## config.mk

```make
export PLATFORM = sky130hd
export DESIGN_NAME = seq_mag_comp
export DESIGN_NICKNAME = d
export VERILOG_FILES = /design/src/rtl/comp_pkg.sv /design/src/rtl/chunk_cmp.sv /design/src/rtl/seq_mag_comp.sv
export SDC_FILE = /design/constraint.sdc
export NUM_CORES = 1
export LEC_CHECK = 0
export CORE_UTILIZATION = 51
export DETAILED_ROUTE_END_ITERATION = 16
export MAX_ROUTING_LAYER = met4
export PLACE_DENSITY_LB_ADDON = 0.15
export SETUP_SLACK_MARGIN = 0.3
export SLEW_MARGIN = 40
export SYNTH_ARGS = -nofsm -noshare
export SYNTH_HDL_FRONTEND = slang
export SYNTH_SLANG_ARGS = --single-unit
```

## constraint.sdc

```tcl
create_clock -name clk -period 2.7 [get_ports clk]
set_input_delay 0.54 -clock clk [delete_from_list [all_inputs] [get_ports clk]]
set_output_delay 0.54 -clock clk [all_outputs]
set_load 0.05 [all_outputs]
```

## src/rtl/comp_pkg.sv

```systemverilog
// rtl/comp_pkg.sv - shared state encoding and default sizes for the sequential comparator
package comp_pkg;

    localparam int DEF_WIDTH = 16;
    localparam int DEF_CHUNK = 2;

    typedef enum logic [1:0] {
        ST_IDLE    = 2'd0,
        ST_COMPARE = 2'd1,
        ST_DONE    = 2'd2
    } state_t;

endpackage

```

## src/rtl/chunk_cmp.sv

```systemverilog
// rtl/chunk_cmp.sv - combinational unsigned compare of one operand chunk
module chunk_cmp #(
    parameter int CHUNK = 2
) (
    input  logic [CHUNK-1:0] a,
    input  logic [CHUNK-1:0] b,
    output logic             gt,
    output logic             eq
);

    assign gt = (a > b);
    assign eq = (a == b);

endmodule

```

## src/rtl/seq_mag_comp.sv

```systemverilog
// rtl/seq_mag_comp.sv - multi-cycle magnitude comparator, MSB-first chunk scan with early exit
module seq_mag_comp
    import comp_pkg::*;
#(
    parameter int WIDTH = DEF_WIDTH,
    parameter int CHUNK = DEF_CHUNK
) (
    input  logic             clk,
    input  logic             reset,
    input  logic             start,
    input  logic             signed_mode,
    input  logic [WIDTH-1:0] a,
    input  logic [WIDTH-1:0] b,
    output logic             busy,
    output logic             done,
    output logic             agtb,
    output logic             aeqb,
    output logic             altb
);

    localparam int NCHUNK = WIDTH / CHUNK;
    localparam int IDXW   = (NCHUNK > 1) ? $clog2(NCHUNK) : 1;
    localparam logic [IDXW-1:0] IDX_TOP = IDXW'(NCHUNK - 1);

    state_t            state;
    logic [IDXW-1:0]   idx;
    logic [WIDTH-1:0]  a_q;
    logic [WIDTH-1:0]  b_q;
    logic [WIDTH-1:0]  msb_flip;
    logic [CHUNK-1:0]  a_chunk;
    logic [CHUNK-1:0]  b_chunk;
    logic              chunk_gt;
    logic              chunk_eq;

    // Flipping both sign bits maps two's-complement order onto unsigned order.
    assign msb_flip = {signed_mode, {(WIDTH-1){1'b0}}};

    always_comb begin
        a_chunk = '0;
        b_chunk = '0;
        for (int i = 0; i < NCHUNK; i++) begin
            if (idx == i[IDXW-1:0]) begin
                a_chunk = a_q[i*CHUNK +: CHUNK];
                b_chunk = b_q[i*CHUNK +: CHUNK];
            end
        end
    end

    chunk_cmp #(
        .CHUNK (CHUNK)
    ) u_chunk_cmp (
        .a  (a_chunk),
        .b  (b_chunk),
        .gt (chunk_gt),
        .eq (chunk_eq)
    );

    always_ff @(posedge clk) begin
        if (reset) begin
            state <= ST_IDLE;
            idx   <= '0;
            a_q   <= '0;
            b_q   <= '0;
            busy  <= 1'b0;
            done  <= 1'b0;
            agtb  <= 1'b0;
            aeqb  <= 1'b0;
            altb  <= 1'b0;
        end else begin
            case (state)
                ST_IDLE: begin
                    done <= 1'b0;
                    if (start) begin
                        a_q   <= a ^ msb_flip;
                        b_q   <= b ^ msb_flip;
                        idx   <= IDX_TOP;
                        busy  <= 1'b1;
                        state <= ST_COMPARE;
                    end
                end
                ST_COMPARE: begin
                    if (!chunk_eq) begin
                        agtb  <= chunk_gt;
                        aeqb  <= 1'b0;
                        altb  <= !chunk_gt;
                        done  <= 1'b1;
                        state <= ST_DONE;
                    end else if (idx == '0) begin
                        agtb  <= 1'b0;
                        aeqb  <= 1'b1;
                        altb  <= 1'b0;
                        done  <= 1'b1;
                        state <= ST_DONE;
                    end else begin
                        idx <= idx - 1'b1;
                    end
                end
                ST_DONE: begin
                    done  <= 1'b0;
                    busy  <= 1'b0;
                    state <= ST_IDLE;
                end
                default: begin
                    done  <= 1'b0;
                    busy  <= 1'b0;
                    state <= ST_IDLE;
                end
            endcase
        end
    end

endmodule

```

Word-level counts from Yosys, hierarchy flattened:

Cells that the tools add are included.

* add/sub/neg operators: 1
* $lt $le $gt $ge: 1
* equal/unequal tests: 14
* mux-type cells: 32
* bitwise gates (word level): 3
* reduce and logical (&&, ||, !) cells: 10

Operator list (number)
* 2-bit two-way mux: 19
* 16-bit XOR: 2
* 3-bit == test, second input constant: 4
* 3-bit two-way mux: 3
* 2-bit AND reduction: 4
* 1-bit two-way mux: 7
* 3-bit by 2-bit == test with 1-bit output, second input constant: 2
* 2-bit != test, second input constant: 3
* 3-bit one-hot mux with 2 select lines: 1
* 2-bit one-hot mux with 2 select lines: 1
* 4-bit AND reduction: 1
* 3-bit by 1-bit == test with 1-bit output, second input constant: 1
* 3-bit zero test: 1
* 3-bit != test, second input constant: 1
* 3-bit by 1-bit subtractor with 3-bit output, second input constant: 1
* 2-bit by 1-bit == test with 1-bit output, second input constant: 1
* 2-bit == test: 1
* 2-bit > comparator: 1
* 2-bit zero test: 1
* 2-bit by 1-bit != test with 1-bit output, second input constant: 1
* 1-bit one-hot mux with 2 select lines: 1
* 2-bit nonzero test: 1
* 2-bit OR reduction: 1
* 1-bit zero test: 1
* 1-bit inverter: 1

* register bits after elaboration: 42
* output and inout port bits: 5

Longest topological paths before layout:

* depth in word-level cells: 12
* depth in mapped cells: 11
* depth with buffers taken out: 9

Modules after synthesis:

A second synthesis with hierarchy kept.

* cells, all modules: 259
* area, all modules: 1989.4 µm²

Modules (own cells, without submodules)
* seq_mag_comp: times used 1, cells an instance 251, area each 1929.4 µm²
* chunk_cmp: times used 1, cells an instance 8, area each 60.1 µm²

Least setup slack after synthesis:

No wires, ideal clock.

* path type: flip-flop to flip-flop
* start point: register idx[0]
* end point: register altb
* arrival: 2.371 ns
* required time: 2.629 ns
* setup slack: 0.258 ns
* cell stages (with the launch flop): 11
* clock period less this slack: 2.442 ns
* cell sequence: dfxtp_1 inv_1 ha_1 buf_2 nor2_1 o211ai_1 a32o_1 ha_1 and2_1 or4_1 a21oi_1

* cells in the longest elaborated chain, start to end: 12

RTL lines
* start: declaration: RTL line seq_mag_comp.sv:26 `logic [IDXW-1:0] idx;`
* start signal: assignment: RTL line seq_mag_comp.sv:95 `idx <= idx - 1'b1;`
* 3-bit zero test: RTL line seq_mag_comp.sv:42, seq_mag_comp.sv:88
* 2-bit two-way mux (8 in series): RTL line seq_mag_comp.sv:42 `if (idx == i[IDXW-1:0]) begin`
* 2-bit > comparator or 2-bit == test (tied branches): RTL line chunk_cmp.sv:11, chunk_cmp.sv:12
* 1-bit zero test or 2-bit by 1-bit != test with 1-bit output (tied branches)
* 1-bit two-way mux or 2-bit AND reduction (tied branches)
* end signal: assignment: RTL line seq_mag_comp.sv:85 `altb <= !chunk_gt;`
* end: declaration: RTL line seq_mag_comp.sv:18 `output logic altb`

Several ways; a longest one is shown, not always the timed one.
A chain may end at the register's enable or synchronous reset.

Worst setup path in the final report:

Same ends and word-level chain as after synthesis.

==> results.md <==
* Proportion of layout cells with a drive suffix above 1 at 18.5%
* Initial antenna violation count at 0
* Pwr Density at 801 nW/µm²
* Highest metal layer with signal wires: met4
* Leakage power at 0.00108 µW
* Max H-tree Level at 2
* Final Hold Fails at 0
* Post-Synthesis Cell Area at between 2000 and 2500 µm²
* Launching instance or port of the critical path: idx[0]
* Worst-path cell with the longest stage delay: sky130_fd_sc_hd__or4_1
* Synth Instances at 219
* Post-layout total power at approximately 2300 µW
* Top library cells by usage in the layout, fill and taps aside: sky130_fd_sc_hd__dfxtp_1, sky130_fd_sc_hd__clkdlybuf4s50_1, sky130_fd_sc_hd__nor2_1
* Share of the synthesized netlist area taken by xor and xnor gates at 0.862%
* Area share of the leading cell type in the synthesized netlist at 41.4%
* Number of buffers and inverters on the critical path at 2
* Final routed wire length divided by cell count at 16.0 µm
* Hold Startpoint: done
* First-pass GRT wire length at 7.57 mm
* Mapped Nets at 262
* Detailed router's first-iteration violation count at 76
* Vertical die dimension at 65.1 µm
* Non-Filler Cell Area, Final at 2820 µm²
* ANT cells at 0
* Half-perimeter wire length after placement at 3.09 mm
* Max_cap viols at 0
* Number of remaining DRC errors at 0
* Die X-Extent at 65.1 µm
* Maximum resistive drop on vdd at ~0.51 mV
* Path class of the lowest-slack min-delay path: register to register
* Main combinational cell family by area after synthesis: simple AND/OR/NAND/NOR gates
* Upper clock frequency limit at approximately 390 MHz
* DR pass1 iterations at 4
* Mean post-synth cell area at 9.28 µm²
* Crit start category: register
* Layout-stage area growth over the synthesis result at 38.6%
* Worst stage delay on the critical path at 0.47 ns
* Source-to-sink clock delay at the later pin of the worst-skew pair at 0.29 ns
* TritonCTS clock tree: yes
* Dominant cell type by count on the critical path: sky130_fd_sc_hd__buf_6
* Wire length on met1 at 2.32 mm
* Total of warnings raised by yosys at 0
* Pin count of the biggest net entering global routing at 39
* Hold Path Depth at 2
* Register clock-pin slew on the reported worst setup and hold paths at 0.08 ns
* Transition time at the pin with the least slew margin at 0.661 ns
* Port Buffer Count at 40
* Number of global-route vias before repair at 1645
* Detail Route met3 WL at between 200 and 250 µm
* DIE AREA at 4240 µm²
* Worst EP arrival at 2.81 ns
* Biggest fanout along the worst timing path at 6
* Buffer levels on the longest clock path at 2
* Overall global routing resource usage at between 20% and 30%
* Ratio of final minimum period to clock period at 96.2%
* Mux cell area share after synthesis at about 15%
* Run status: completed
* Dominant cells by area after synthesis: sky130_fd_sc_hd__dfxtp_1, sky130_fd_sc_hd__mux2i_1, sky130_fd_sc_hd__nor2_1, sky130_fd_sc_hd__ha_1, sky130_fd_sc_hd__nor2b_1
* Min Clock Period, post-route at 2.60 ns
* Placeable core area at around 3700 µm²
* Length of routed met2 wiring at about 2.4 mm
* Post-synthesis share of cell area spent on and, or, nand and nor gates at 20.2%
* Worst-case headroom to the max-slew limit at a little under three fifths
* Endpoint of the worst hold path: done
* DR vias/cell at around 5.6
* GR Overflow Total at 0
* Wire length after detailed routing at slightly above 5 mm
* Adder-cell area share of the yosys netlist at about 4.3%
* Path depth of the worst reg2reg path at 10
* Clock net sink count at 42
* Reg2reg start: idx[0]
* Antenna Nets Post-Route at 0
* Final setup viols at 0
* Main flop type after synthesis: sky130_fd_sc_hd__dfxtp_1
* Library cell with the largest summed area after synthesis: sky130_fd_sc_hd__dfxtp_1
* Ordered cell list for the critical path: buf_6, ha_4, buf_6, a21oi_2, a2111oi_2, o221ai_1, ha_1, and2_4, or4_1, a21oi_1
* Register bit count reported by yosys at 42
* Required time at the worst-slack endpoint at 2.92 ns
* RSZ-0062 raised after global routing: true
* Slack of the worst reg-to-reg path at between 0.1 and 0.15 ns
* Compound-gate portion of the synthesized area at 13.4%
* Hold-fix buffers at CTS at 0
* Share of synthesized area occupied by flip-flops and latches at between 40% and 50%
* Number of synthesized flops with an enable pin at 0
* Final Slew Violations at 0
* Vias after detailed routing at 1780
* CP delay by family, top: compound AO/OA/AOI/OAI gates
* Number of buffers created by CTS at 5
* Top-Level Pins at 41
* Post-synthesis async set-or-reset flop share at 0%
* Setup CP Type: register to register
* Final worst clock skew at 0.00277 ns
* Endpoint class of the critical path: register
* Last weighted congestion value of the routability-driven placer at slightly above 0.9
* Placed Area at 2480 µm²
* Core utilization of the finished layout at 75.3%
* Clock root buffer: sky130_fd_sc_hd__clkbuf_8
* End of the worst register-to-register path: altb
* Starting utilization of the core area at 54.3%
* NumNets Final at about 310
* Number of cell rows at 22
* Number of different library cells in the post-synthesis netlist at 40
==> worst max path at each step <==
stage,to,slack (ns),depth (start not counted)
CTS,altb,0.23,9
global placement,altb,0.11,9
global route,altb,-0.01,11
detailed placement,altb,-0.06,9
floorplan,altb,0.30,10
finish,altb,0.10,10
==> power breakdown <==
part | switching, µW | internal (µW) | leakage (µW)
clock | 211 | 206 | 0.0000482
sequential | 75.4 | 701 | 0.000347
combinational | 509 | 553 | 0.000688
total | 796 | 1460 | 0.00108
==> repair_timing <==
item,in CTS,in global routing
cloned,0,1
setup endpoints to repair,8,8
buffers inserted,3,8
pin swaps,1,9
gates resized for setup,17,21
==> metrics by stage <==
stage	TNS, ns	hold slack [ns]	worst slack [ns]	cells
3_3_place_gp	0	0.464	0.111	298
3_5_place_dp	-0.100	0.468	-0.0576	298
4_1_cts	0	0.479	0.230	309
6_report	0	0.474	0.103	318
5_1_grt	-0.0108	0.487	-0.0108	318
2_1_floorplan	0	0.460	0.301	219
==> registers in the layout, summed over array words and instances, names as in the netlist <==
| signal | cells |
|---|---|
| aeqb | 1 |
| busy | 1 |
| a_q | 16 |
| agtb | 1 |
| altb | 1 |
| done | 1 |
| state | 2 |
| b_q | 16 |
| idx | 3 |
==> cell usage after synthesis (3+ instances only) <==
cell type and instances:
sky130_fd_sc_hd__o21ai_0 3, sky130_fd_sc_hd__nand2_1 12, sky130_fd_sc_hd__buf_4 3, sky130_fd_sc_hd__nor3_1 3, sky130_fd_sc_hd__dfxtp_1 42, sky130_fd_sc_hd__o211ai_1 6, sky130_fd_sc_hd__ha_1 7, sky130_fd_sc_hd__nor3b_1 5
sky130_fd_sc_hd__clkbuf_1 8, sky130_fd_sc_hd__mux2i_1 30, sky130_fd_sc_hd__inv_1 5, sky130_fd_sc_hd__nor2b_1 11, sky130_fd_sc_hd__a21oi_1 9, sky130_fd_sc_hd__nor2_1 37
==> final cells by class <==
| cell class | count | area, µm² |
|---|---|---|
| multi-input combinational | 157 | 1220 |
| clock inverter | 1 | 5.00 |
| fill | 289 | 926 |
| timing repair buffer | 58 | 581 |
| tap | 48 | 60.1 |
| sequential | 42 | 848 |
| inverter | 5 | 21.3 |
| clock buffer | 7 | 86.3 |
==> layer usage <==
metal	global-route usage (%)	up-vias
li1	-	874
met1	29.6	836
met2	37.5	56
met3	6.77	14
met4	7.61	0
met5	-	-
==> tightest hold or removal path: stages (launching register included) <==
cell                       delay [ns]
sky130_fd_sc_hd__dfxtp_1         0.32
sky130_fd_sc_hd__inv_1           0.05
sky130_fd_sc_hd__a311oi_1        0.07
==> logic make-up after synthesis <==
group,count (synthesis)
flops,42
buf+inv,20
fa+ha+maj,7
mux,30
simple gates,81
compound gates,37
xor+xnor,2
(Power assumes the default switching activity.)
